$ cat src/rtl/alu_seq_if.sv
// Handshake and operand/result bundle for alu_seq: the producer side drives operands,
// the consumer side drives out_ready, and the ALU drives in_ready/out_valid/c.
interface alu_seq_if #(
  parameter int XLEN = 32
);
  logic            in_valid;
  logic            in_ready;
  logic [XLEN-1:0] a;
  logic [XLEN-1:0] b;
  logic [3:0]      aluOP;
  logic            out_valid;
  logic            out_ready;
  logic [XLEN-1:0] c;

  modport master (
    output in_valid, a, b, aluOP, out_ready,
    input  in_ready, out_valid, c
  );

  modport slave (
    input  in_valid, a, b, aluOP, out_ready,
    output in_ready, out_valid, c
  );
endinterface

$ cat src/rtl/alu_seq.sv
// Sequential ALU: single-cycle logic/arith/shift ops and an iterative shift-add
// multiplier (one multiplier bit per cycle), with a valid/ready result handshake.
module alu_seq #(
  parameter int XLEN = 32
) (
  input  logic      clk,
  input  logic      rst_n,
  input  logic      flush,
  alu_seq_if.slave  bus
);
  localparam int SHW = $clog2(XLEN);

  localparam logic [3:0] OP_AND  = 4'd0;
  localparam logic [3:0] OP_OR   = 4'd1;
  localparam logic [3:0] OP_ADD  = 4'd2;
  localparam logic [3:0] OP_SUB  = 4'd3;
  localparam logic [3:0] OP_SLT  = 4'd4;
  localparam logic [3:0] OP_SLTU = 4'd5;
  localparam logic [3:0] OP_XOR  = 4'd6;
  localparam logic [3:0] OP_SLL  = 4'd8;
  localparam logic [3:0] OP_SRA  = 4'd9;
  localparam logic [3:0] OP_SRL  = 4'd10;
  localparam logic [3:0] OP_MUL  = 4'd11;

  typedef enum logic [1:0] {
    S_IDLE = 2'd0,
    S_MUL  = 2'd1,
    S_DONE = 2'd2
  } state_t;

  state_t          state;
  state_t          state_nx;
  logic            in_ready_c;
  logic            out_valid_c;
  logic            accept;
  logic            is_mul;
  logic            mul_last;
  logic [XLEN-1:0] mcand;
  logic [XLEN-1:0] mplier;
  logic [XLEN-1:0] acc;
  logic [XLEN-1:0] partial;
  logic [XLEN-1:0] c_q;
  logic [SHW-1:0]  cnt;

  // Single-cycle ops; undefined opcodes (and MUL, handled by the iterator) yield zero.
  function automatic logic [XLEN-1:0] alu_result(
    input logic [3:0]      op,
    input logic [XLEN-1:0] x,
    input logic [XLEN-1:0] y
  );
    logic signed [XLEN-1:0] xs;
    logic signed [XLEN-1:0] ys;
    logic [SHW-1:0]         sh;
    xs = x;
    ys = y;
    sh = y[SHW-1:0];
    alu_result = '0;
    case (op)
      OP_AND:  alu_result = x & y;
      OP_OR:   alu_result = x | y;
      OP_ADD:  alu_result = x + y;
      OP_SUB:  alu_result = x - y;
      OP_SLT:  alu_result = {{(XLEN-1){1'b0}}, (xs < ys)};
      OP_SLTU: alu_result = {{(XLEN-1){1'b0}}, (x < y)};
      OP_XOR:  alu_result = x ^ y;
      OP_SLL:  alu_result = x << sh;
      OP_SRA:  alu_result = xs >>> sh;
      OP_SRL:  alu_result = x >> sh;
      default: alu_result = '0;
    endcase
  endfunction

  assign is_mul   = (bus.aluOP == OP_MUL);
  assign accept   = bus.in_valid && in_ready_c && !flush;
  assign mul_last = (state == S_MUL) && (cnt == SHW'(XLEN-1));
  assign partial  = acc + (mplier[0] ? mcand : '0);

  // ---- state register ----
  always_ff @(posedge clk) begin
    if (!rst_n) state <= S_IDLE;
    else        state <= state_nx;
  end

  // ---- next-state logic ----
  always_comb begin
    state_nx = state;
    case (state)
      S_IDLE: begin
        if (accept) state_nx = is_mul ? S_MUL : S_DONE;
      end
      S_MUL: begin
        if (mul_last) state_nx = S_DONE;
      end
      S_DONE: begin
        if (accept)             state_nx = is_mul ? S_MUL : S_DONE;
        else if (bus.out_ready) state_nx = S_IDLE;
      end
      default: state_nx = S_IDLE;
    endcase
    if (flush) state_nx = S_IDLE;
  end

  // ---- outputs decoded from state ----
  always_comb begin
    in_ready_c  = 1'b0;
    out_valid_c = 1'b0;
    case (state)
      S_IDLE: in_ready_c = 1'b1;
      S_DONE: begin
        in_ready_c  = bus.out_ready;
        out_valid_c = 1'b1;
      end
      default: begin
        in_ready_c  = 1'b0;
        out_valid_c = 1'b0;
      end
    endcase
  end

  // ---- operand capture, multiply iteration and result register ----
  // The product is written straight into c on the last iteration, so DONE always
  // presents c regardless of which path produced it.
  always_ff @(posedge clk) begin
    if (!rst_n) begin
      mcand  <= '0;
      mplier <= '0;
      acc    <= '0;
      cnt    <= '0;
      c_q    <= '0;
    end else if (flush) begin
      cnt    <= '0;
    end else if (accept) begin
      mcand  <= bus.a;
      mplier <= bus.b;
      acc    <= '0;
      cnt    <= '0;
      if (!is_mul) c_q <= alu_result(bus.aluOP, bus.a, bus.b);
    end else if (state == S_MUL) begin
      acc    <= partial;
      mcand  <= mcand << 1;
      mplier <= mplier >> 1;
      cnt    <= cnt + SHW'(1);
      if (mul_last) c_q <= partial;
    end
  end

  assign bus.in_ready  = in_ready_c;
  assign bus.out_valid = out_valid_c;
  assign bus.c         = c_q;

endmodule

$ cat src/flat_wrapper.sv
// flat-port wrapper written by rule: the top's interface ports become plain ports
module alu_seq_flat 
#(
  parameter int XLEN = 32
)
  (clk, rst_n, flush, bus_in_valid, bus_a, bus_b, bus_aluOP, bus_out_ready, bus_in_ready, bus_out_valid, bus_c);
  alu_seq_if #(.XLEN(XLEN)) bus_i ();
  input  logic clk;
  input  logic rst_n;
  input  logic flush;
  input wire logic [$bits(bus_i.in_valid)-1:0] bus_in_valid;
  input wire logic [$bits(bus_i.a)-1:0] bus_a;
  input wire logic [$bits(bus_i.b)-1:0] bus_b;
  input wire logic [$bits(bus_i.aluOP)-1:0] bus_aluOP;
  input wire logic [$bits(bus_i.out_ready)-1:0] bus_out_ready;
  output wire logic [$bits(bus_i.in_ready)-1:0] bus_in_ready;
  output wire logic [$bits(bus_i.out_valid)-1:0] bus_out_valid;
  output wire logic [$bits(bus_i.c)-1:0] bus_c;
  assign bus_i.in_valid = bus_in_valid;
  assign bus_i.a = bus_a;
  assign bus_i.b = bus_b;
  assign bus_i.aluOP = bus_aluOP;
  assign bus_i.out_ready = bus_out_ready;
  assign bus_in_ready = bus_i.in_ready;
  assign bus_out_valid = bus_i.out_valid;
  assign bus_c = bus_i.c;
  alu_seq #(.XLEN(XLEN)) u_core (.clk(clk), .rst_n(rst_n), .flush(flush), .bus(bus_i));
endmodule
$ cat config.mk
export PLATFORM = sky130hd
export DESIGN_NAME = alu_seq_flat
export DESIGN_NICKNAME = d
export VERILOG_FILES = /design/src/rtl/alu_seq_if.sv /design/src/rtl/alu_seq.sv /design/src/flat_wrapper.sv
export SDC_FILE = /design/constraint.sdc
export NUM_CORES = 1
export LEC_CHECK = 0
export CORE_UTILIZATION = 45
export DETAILED_ROUTE_END_ITERATION = 8
export PLACE_DENSITY = 0.72
export SETUP_SLACK_MARGIN = 0.1
export SLEW_MARGIN = 10
export SYNTH_ARGS = -nofsm -noshare
export SYNTH_HDL_FRONTEND = slang
export SYNTH_SLANG_ARGS = --single-unit
$ cat constraint.sdc
create_clock -name clk -period 6.05 [get_ports clk]
set_input_delay 1.21 -clock clk [delete_from_list [all_inputs] [get_ports clk]]
set_output_delay 1.21 -clock clk [all_outputs]
set_load 0.05 [all_outputs]
**Word level (Yosys, flattened, before mapping)**

Cells that the tools add are included.

- Output and inout bits: 34
- Word-level logic and storage cells: 70
- Register bits after elaboration: 135
- Bits of input ports: 73

- Add/sub/neg operators: 4
- Muxes and demuxes: 20
- Reductions and logical operators: 13
- Shift-type cells: 3
- $lt $le $gt $ge: 2
- Equal/unequal tests: 17
- Bitwise logic cells: 5

Operators with widths:

| kind | count |
|---|---|
| 2-to-1 mux 32 bit | 11 |
| one-hot mux 32 bit (10 select lines) | 1 |
| adder 32 bit | 2 |
| < comparator 32 bit | 2 |
| AND 32 bit | 1 |
| bitwise OR 32 bit | 1 |
| left shift 32 x 5 -> 32 bit | 1 |
| right shift 32 x 5 -> 32 bit | 1 |
| >>> shifter 32 x 5 -> 32 bit | 1 |
| subtractor 32 bit | 1 |
| bitwise XOR 32 bit | 1 |
| == test 4 bit (second input constant) | 4 |
| == test 4 x 3 -> 1 bit (second input constant) | 3 |
| 2-to-1 mux 2 bit | 5 |
| == test 4 x 2 -> 1 bit (second input constant) | 2 |
| one-hot mux 2 bit (3 select lines) | 1 |
| adder 5 x 1 -> 5 bit (second input constant) | 1 |
| == test 5 bit (second input constant) | 1 |
| == test 4 x 1 -> 1 bit (second input constant) | 1 |
| logical NOT 4 bit | 1 |
| != test 2 x 1 -> 1 bit (second input constant) | 2 |
| AND reduction 4 bit | 1 |
| nonzero test 2 bit | 2 |
| logical AND 1 bit | 3 |
| 13 further kinds | 14 |

**Logic depth before layout (Yosys ltp)**

Gate-level depths: netlist (run 1).

- Word-level depth: 6
- Gate-level depth with buffers: 16
- Depth with buffers taken out: 14

**Worst setup path after synthesis (run 1)**

No wires, ideal clock.

- Path kind: input port to flip-flop
- From: input bus_b[2]
- To: register u_core.c_q[12], in the netlist u_core.bus.c[12]
- Stages: 15
- Path buffers: 3
- Library setup time: 0.120 ns
- Slack: 1.526 ns
- Required time: 5.930 ns
- Arrival time: 4.404 ns
- Cell sequence: inv_1 -> buf_2 -> buf_1 -> buf_2 -> ha_1 -> nor2b_2 -> o211ai_2 -> a32oi_2 -> a21oi_2 -> o21bai_2 -> nor4_1 -> or4_1 -> a221o_1 -> a221oi_2 -> nor2_1

- Word-level cells in the longest chain between the ends: 4

Ends and longest elaborated chain:

| what | RTL line | RTL |
|---|---|---|
| start, declared | flat_wrapper.sv:13 | `input wire logic [$bits(bus_i.b)-1:0] bus_b;` |
| subtractor 32 bit, or another cell as far along | alu_seq.sv:62 | `OP_SUB: alu_result = x - y;` |
| one-hot mux 32 bit (10 select lines) (*) | alu_seq.sv:58 | `case (op)` |
| 2-to-1 mux 32 bit (*) | alu_seq.sv:137 | `if (!is_mul) c_q <= alu_result(bus.aluOP, bus.a, bus.b);` |
| 2-to-1 mux 32 bit (*) | alu_seq.sv:132 | `end else if (accept) begin` |
| end signal, assigned | alu_seq.sv:137 |  |
| end signal, assigned | alu_seq.sv:143 | `if (mul_last) c_q <= partial;` |
| end, declared | alu_seq.sv:42 | `logic [XLEN-1:0] c_q;` |

Mark *: on every way between the ends. The rest lies on a longest branch, timed or not. The select of a mux whose other input is x is not followed.
A chain may end at the register's enable or synchronous reset.

**Worst setup path in the final report (run 1)**

- From: input bus_a[18]
- To: register u_core.c_q[23], in the netlist u_core.bus.c[23]

- Word-level cells in the longest chain between the ends: 4

Ends and longest elaborated chain:

| what | RTL line | RTL |
|---|---|---|
| start, declared | flat_wrapper.sv:12 | `input wire logic [$bits(bus_i.a)-1:0] bus_a;` |
| subtractor 32 bit, or another cell as far along | alu_seq.sv:62 |  |
| one-hot mux 32 bit (10 select lines) (*) | alu_seq.sv:58 |  |
| 2-to-1 mux 32 bit (*) | alu_seq.sv:137 |  |
| 2-to-1 mux 32 bit (*) | alu_seq.sv:132 |  |

Marks and branches as above.

==> flow_summary.yaml, run 1 <==
outcome:
  status: "finished clean"
clocking:
  cts_sinks: 135
  clkLatencyLatePin_ns: 0.47
  cts_root_buffer: "clkbuf_16"
  path_clk_slew_ns: 0.07
  post_cts_buffers: 0
  cts.path.max_buffers: 2
  postCtsHoldBufs: 0
  h-tree-depth: 4
  cts_buffers: 17
  cts_repair_resize_count: 0
  cts_tree: "yes"
critical_path:
  cp_top_family: "compound AO/OA/AOI/OAI gates"
  worstPathArrival_ns: 5.40
  reg2reg_to: "u_core.bus.c[30]"
  cp_max_fo: 12
  start_kind: "input pin"
  critPathBufInv: 3
  regToRegStartpoint: "u_core.mplier[0]"
  cp.required_ns: 6.34
  end_kind: "flip-flop"
  reg2regPathDepth: 13
  r2r_slack_ns: 1.45
  cp_slowest_cell: "clkdlybuf4s50_1"
  cp_cell_sequence: "clkdlybuf4s50_1, inv_1, ha_1, inv_1, a21oi_1, a2111oi_0, a2111o_1, a41o_2, xnor2_1, nor2_1, o31ai_1, o311ai_0"
  cp_common_cell: "inv_1"
  max_stage_delay_ns: 0.78
  worstSetupPathType: "input pin to flip-flop"
final_layout:
  drive_gt1_frac: 0.08587
  layout.nets: 2397
  area_growth_pct: 12.57
  final_cell_mix: "256 x nand2_1, 253 x a21oi_1, 200 x nor2_1"
  final_area_um2: 17700
  mostFrequentLayoutCell: "nand2_1"
synth:
  synth-seq-area-share: 0.1719
  synth_edf_count: 0
  synth_fp_nets: 2376
  netlist_instances: 2167
  yosys-top-cells-area: "dfxtp_1 17%, ha_1 11%, a21oi_1 8.1%"
  synth.area.mux_share: 0.08985
  synthAdderAreaFrac: 0.1097
  synth_top_area_frac: 0.1719
  yosys.area.top_type: "dfxtp_1"
  async_reset_ff_frac: 0
  ys_ff_latch: 135
  avgSynthCellArea_um2: 7.255
  yosys_warnings: 0
  ys.flop_type: "dfxtp_1"
  yosysUniqueCellTypes: 93
  synth.cell_area_um2: 15720
  synth_top_family_by_area: "compound AO/OA/AOI/OAI gates"
  synth_xor_area_frac: 0.02396
  synth_compound_area_frac: 0.3386
  yosys.area_share.simple: 0.1953
timing:
  worst_hold_slack_ns: 0.4554
  max_slew_margin: 0.2454
  fin_crit_sh: 0.8442
  rsz0062_at_grt: "no"
  setup_tns_ns: 0
  drv_slew: 0
  tightest_slew_ns: 1.129
  finalClockSkew_ns: 0.01476
  setup_ws_ns: 0.9427
  finalHoldViolations: 0
  min_period_ns: 5.107
  setup_violations: 0
  max_freq_ghz: 0.1958
power_and_ir_drop:
  ir_worst_vdd_mv: 0.2216
  power_density_nw_per_um2: 178.3
  leakage_nw: 7.047
die:
  num_rows: 68
  initial_core_util: 0.4562
  coreArea_um2: 34460
  die_width_um: 188.9
  die-area_um2: 35690
  ios: 107
  die_h_um: 188.9
global_routing:
  antenna_found_initial: 1
  grt_usage: 0.3836
  grt_start_max_net_pins: 83
  grt_overflow: 0
  grt_pass1_vias: 16576
  grt_pass1_wl_mm: 104.0
routing:
  dr.pass1.iters: 6
  wl_mm: 69.26
  postRouteAntennaNets: 0
  wire_per_inst_um: 26.06
  drc: 0
  vias: 17893
  via_per_inst: 6.732
  drtIter0Drc: 2368
job:
  cap_violations: 0
place:
  io_buffers: 106
  gp_congestion: 1.029
  dp_hpwl_mm: 51.14
  place_area_um2: 17130
  post-place-ws_ns: 0.6683
hold_path:
  min_to: "u_core.mplier[16]"
  hold_path.class: "flip-flop to flip-flop"
  min_path_cells: 2
  hold_start: "u_core.mplier[16]"
==> synthesized netlist by cell type (all sizes together) (14+ instances only) <==
cell type / n
a21oi: 260
nand2: 256
nor2: 202
o21ai: 137
dfxtp: 135
ha: 133
inv: 106
clkbuf: 105
a22oi: 82
mux2i: 59
buf: 58
nand3: 44
and2: 40
a211oi: 33
mux4: 31
xnor2: 30
nor3: 29
a221oi: 26
o211ai: 25
o31ai: 23
a21o: 22
a31oi: 22
nand2b: 20
nor2b: 19
o21a: 17
o21bai: 16
and3: 14
nand4: 14
nor4: 14
o22ai: 14
==> how the worst max path moves through the flow <==
| stage | from | end | cells past startpoint |
|---|---|---|---|
| after CTS | bus_a[18] | u_core.bus.c[23] | 12 |
| after global placement | bus_a[18] | u_core.bus.c[23] | 12 |
| after global routing | bus_a[18] | u_core.bus.c[23] | 12 |
| after floorplan | bus_b[2] | u_core.bus.c[12] | 15 |
| after detailed placement | bus_a[18] | u_core.bus.c[23] | 12 |
| final | bus_a[18] | u_core.bus.c[23] | 12 |
==> logic make-up after synthesis <==
family	after synthesis
buffers and inverters	270
AO/OA/AOI/OAI	801
XOR/XNOR	43
flip-flops	135
adder cells (fa/ha/maj)	136
AND/OR/NAND/NOR	681
multiplexers	101
==> through the flow <==
stage,power [mW],util,std cells
after floorplan,1.672,-,2167
after global placement,2.071,0.4972,2624
after detailed placement,2.073,0.4972,2624
after CTS,3.127,0.5135,2656
after global routing,3.271,0.5135,2656
final,3.155,0.5136,2658
==> power by group <==
group | internal, mW | switching (mW)
logic | 0.390 | 0.751
registers | 0.923 | 0.0302
clock network | 0.543 | 0.517
==> worst min-delay path, cell delays in order (launching register included) <==
cell and delay (ns):
dfxtp_1 0.31, nand2_1 0.05, a21oi_1 0.05
==> metal layers <==
metal  share of wire  GRT usage
met1            0.41     0.4985
met2            0.43     0.5817
met3           0.092    0.06821
met4           0.070     0.2528
met5               0          0
==> area by class of cell <==
cell class / instances / area (um2)
multi-input combinational: 1762 / 11950
tap: 455 / 569.3
antenna: 2 / 5.005
fill: 3446 / 16760
clock inverter: 14 / 132.6
clock buffer: 18 / 429.2
timing repair buffer: 165 / 1511
inverter: 107 / 401.6
sequential: 135 / 2703
==> registers in the layout (all words and copies together) (netlist names) <==
| name | cells |
|---|---|
| u_core.acc | 32 |
| u_core.bus.c | 32 |
| u_core.cnt | 5 |
| u_core.mcand | 32 |
| u_core.mplier | 32 |
| u_core.state | 2 |
No activity file was read; power rests on OpenSTA's default activity.
==> run 2, diff against run 1 <==
--- a/config.mk
+++ b/config.mk
@@ -7,7 +7,7 @@
 export LEC_CHECK = 0
 export CORE_UTILIZATION = 45
 export DETAILED_ROUTE_END_ITERATION = 8
-export PLACE_DENSITY = 0.72
+export PLACE_DENSITY = 0.74
 export SETUP_SLACK_MARGIN = 0.1
 export SLEW_MARGIN = 10
 export SYNTH_ARGS = -nofsm -noshare
==> constraint.sdc (replaced) <==
create_clock -name clk -period 4.32 [get_ports clk]
set_input_delay 0.864 -clock clk [delete_from_list [all_inputs] [get_ports clk]]
set_output_delay 0.864 -clock clk [all_outputs]
set_load 0.05 [all_outputs]
==> run 2 against run 1 <==
Compared with the run above:
- clock skew increased by 0.0023 ns
- critical path depth grew 3
- flip-flop and latch count unchanged
- critical endpoint is now u_core.bus.c[24]
- total power increased by 49%
==> flow_summary.yaml, run 2 (synthesis gave the netlist of run 1 again) <==
hold_path:
  min_to: "u_core.mplier[26]"
  hold_path.class: "flip-flop to flip-flop"
  min_path_cells: 2
  hold_start: "u_core.mplier[26]"
timing:
  finalHoldViolations: 0
  fin_crit_sh: 0.9369
  rsz0062_at_grt: "no"
  worst_hold_slack_ns: 0.4555
  min_period_ns: 4.048
  drv_slew: 0
  finalClockSkew_ns: 0.01706
  tightest_slew_ns: 1.143
  max_slew_margin: 0.2379
  setup_violations: 0
  max_freq_ghz: 0.2471
critical_path:
  start_kind: "input pin"
  cp_common_cell: "inv_1"
  cp_top_family: "compound AO/OA/AOI/OAI gates"
  regToRegStartpoint: "u_core.mcand[0]"
  reg2reg_to: "u_core.bus.c[20]"
  worstSetupPathType: "input pin to flip-flop"
  cp_cell_sequence: "clkdlybuf4s50_1, inv_1, ha_1, inv_1, fa_1, nor2b_2, o211ai_2, a32oi_2, a311oi_4, nor3_2, a41oi_2, o21ai_0, mux2i_1, nand4_1, a22o_1"
  worstPathArrival_ns: 4.39
  reg2regPathDepth: 14
  cp_max_fo: 5
  cp.required_ns: 4.66
  end_kind: "flip-flop"
  cp_slowest_cell: "clkdlybuf4s50_1"
  max_stage_delay_ns: 0.45
  critPathBufInv: 3
  r2r_slack_ns: 0.54
global_routing:
  antenna_found_initial: 1
  grt_pass1_vias: 17166
  grt_pass1_wl_mm: 108.0
  grt_overflow: 0
  grt_usage: 0.4020
  grt_start_max_net_pins: 83
final_layout:
  area_growth_pct: 20.64
  drive_gt1_frac: 0.1441
  finish.utilization: 0.5504
  final_cell_mix: "256 x nand2_1, 253 x a21oi_1, 202 x buf_4"
  multi_input_area_um2: 11960
  mostFrequentLayoutCell: "nand2_1"
  diodes: 0
  register_area_um2: 2703
  n_fill_cell: 3371
  layout.nets: 2548
routing:
  met3WireLength_mm: 5.810
  wl_mm: 72.55
  postRouteAntennaNets: 0
  met2_length_mm: 32.22
  vias: 18358
  drc: 0
  dr.max_layer_used: "met5"
  drtIter0Drc: 2168
  via_per_inst: 6.540
  dr.pass1.iters: 7
  wire_per_inst_um: 25.85
  met1_length_mm: 29.54
place:
  dp_hpwl_mm: 54.82
  io_buffers: 106
  gp_congestion: 1.022
clocking:
  h-tree-depth: 4
  cts_root_buffer: "clkbuf_16"
  path_clk_slew_ns: 0.06
  cts_sinks: 135
  cts.path.max_buffers: 2
  post_cts_buffers: 0
  cts_buffers: 17
  clkLatencyLatePin_ns: 0.46
  cts_tree: "yes"
die:
  num_rows: 68
  ios: 107
  die_width_um: 188.9
  die-area_um2: 35690
  coreArea_um2: 34460
  initial_core_util: 0.4562
  die_h_um: 188.9
power_and_ir_drop:
  ir_worst_vdd_mv: 0.2861
  leakage_nw: 7.839
  power_density_nw_per_um2: 247.6
job:
  cap_violations: 0
outcome:
  status: "finished clean"
==> run 2: cell types whose count changed in the layout (fill, tap and decap cells not counted), sizes merged <==
cell / previous run / this run
clkinvlp: 3 / 1
inv: 114 / 110
clkbuf: 18 / 19
clkinv: 4 / 6
bufinv: 0 / 3
diode: 2 / 0
buf: 63 / 214
==> run 2: worst max path at each step <==
| stage | startpoint | end | slack (ns) | cells after the start |
|---|---|---|---|---|
| 5_1_grt | bus_a[0] | u_core.bus.c[24] | 0.15 | 15 |
| 4_1_cts | bus_a[0] | u_core.bus.c[24] | 0.28 | 15 |
| 2_1_floorplan | bus_b[2] | u_core.bus.c[12] | 0.14 | 15 |
| 3_5_place_dp | bus_a[0] | u_core.bus.c[24] | -0.17 | 15 |
| 6_report | bus_a[0] | u_core.bus.c[24] | 0.27 | 15 |
| 3_3_place_gp | bus_a[0] | u_core.bus.c[24] | -0.12 | 15 |
==> run 2: where the power goes <==
part	switching [mW]	total, mW	leakage [nW]	internal (mW)
logic	1.09	1.76	6.45	0.671
registers	0.0379	1.33	1.10	1.29
clock network	0.684	1.60	0.293	0.916
total	1.82	4.70	7.84	2.88
==> run 2: metal layers <==
metal / vias to the layer above / GRT usage
met3: 224 / 0.05839
met5: - / 0
met2: 992 / 0.6340
met4: 2 / 0.2491
met1: 8801 / 0.5163
li1: 8339 / -
==> run 2: final cells by class <==
class | count | area share
clock buffers | 19 | 0.02283
clock inverters | 13 | 0.008906
inverters | 107 | 0.02118
multi-input cells | 1762 | 0.6305
flip-flops and latches | 135 | 0.1425
well taps | 455 | 0.03002
repair buffers | 316 | 0.1441
==> run 2: timing repair <==
| item | 4_1_cts | 5_1_grt |
|---|---|---|
| hold buffers | 0 | 0 |
| gates resized for setup | 0 | 1 |
| endpoints found under the setup margin | 0 | 1 |
==> run 2: worst register-to-register path, stage by stage (launching register included) <==
cell	delay, ns
dfxtp_1	0.34
and2_1	0.15
ha_1	0.23
fa_1	0.46
a211oi_1	0.33
o21bai_1	0.14
a21oi_1	0.34
buf_4	0.22
o21a_1	0.14
a311oi_1	0.17
a21boi_0	0.29
xnor2_1	0.16
nand2_1	0.09
o21ai_0	0.51
o21a_1	0.17
==> run 2: through the flow <==
stage | worst slack, ns | instance area, um2 | power [mW] | setup TNS (ns) | instances
finish | 0.2725 | 18970 | 4.696 | 0 | 2807
floorplan | 0.1419 | 15720 | 2.342 | 0 | 2167
global placement | -0.1188 | 18350 | 3.059 | -0.1188 | 2775
CTS | 0.2845 | 18950 | 4.663 | 0 | 2807
detailed placement | -0.1705 | 18350 | 3.060 | -0.1705 | 2775
global route | 0.1470 | 18970 | 4.867 | 0 | 2807
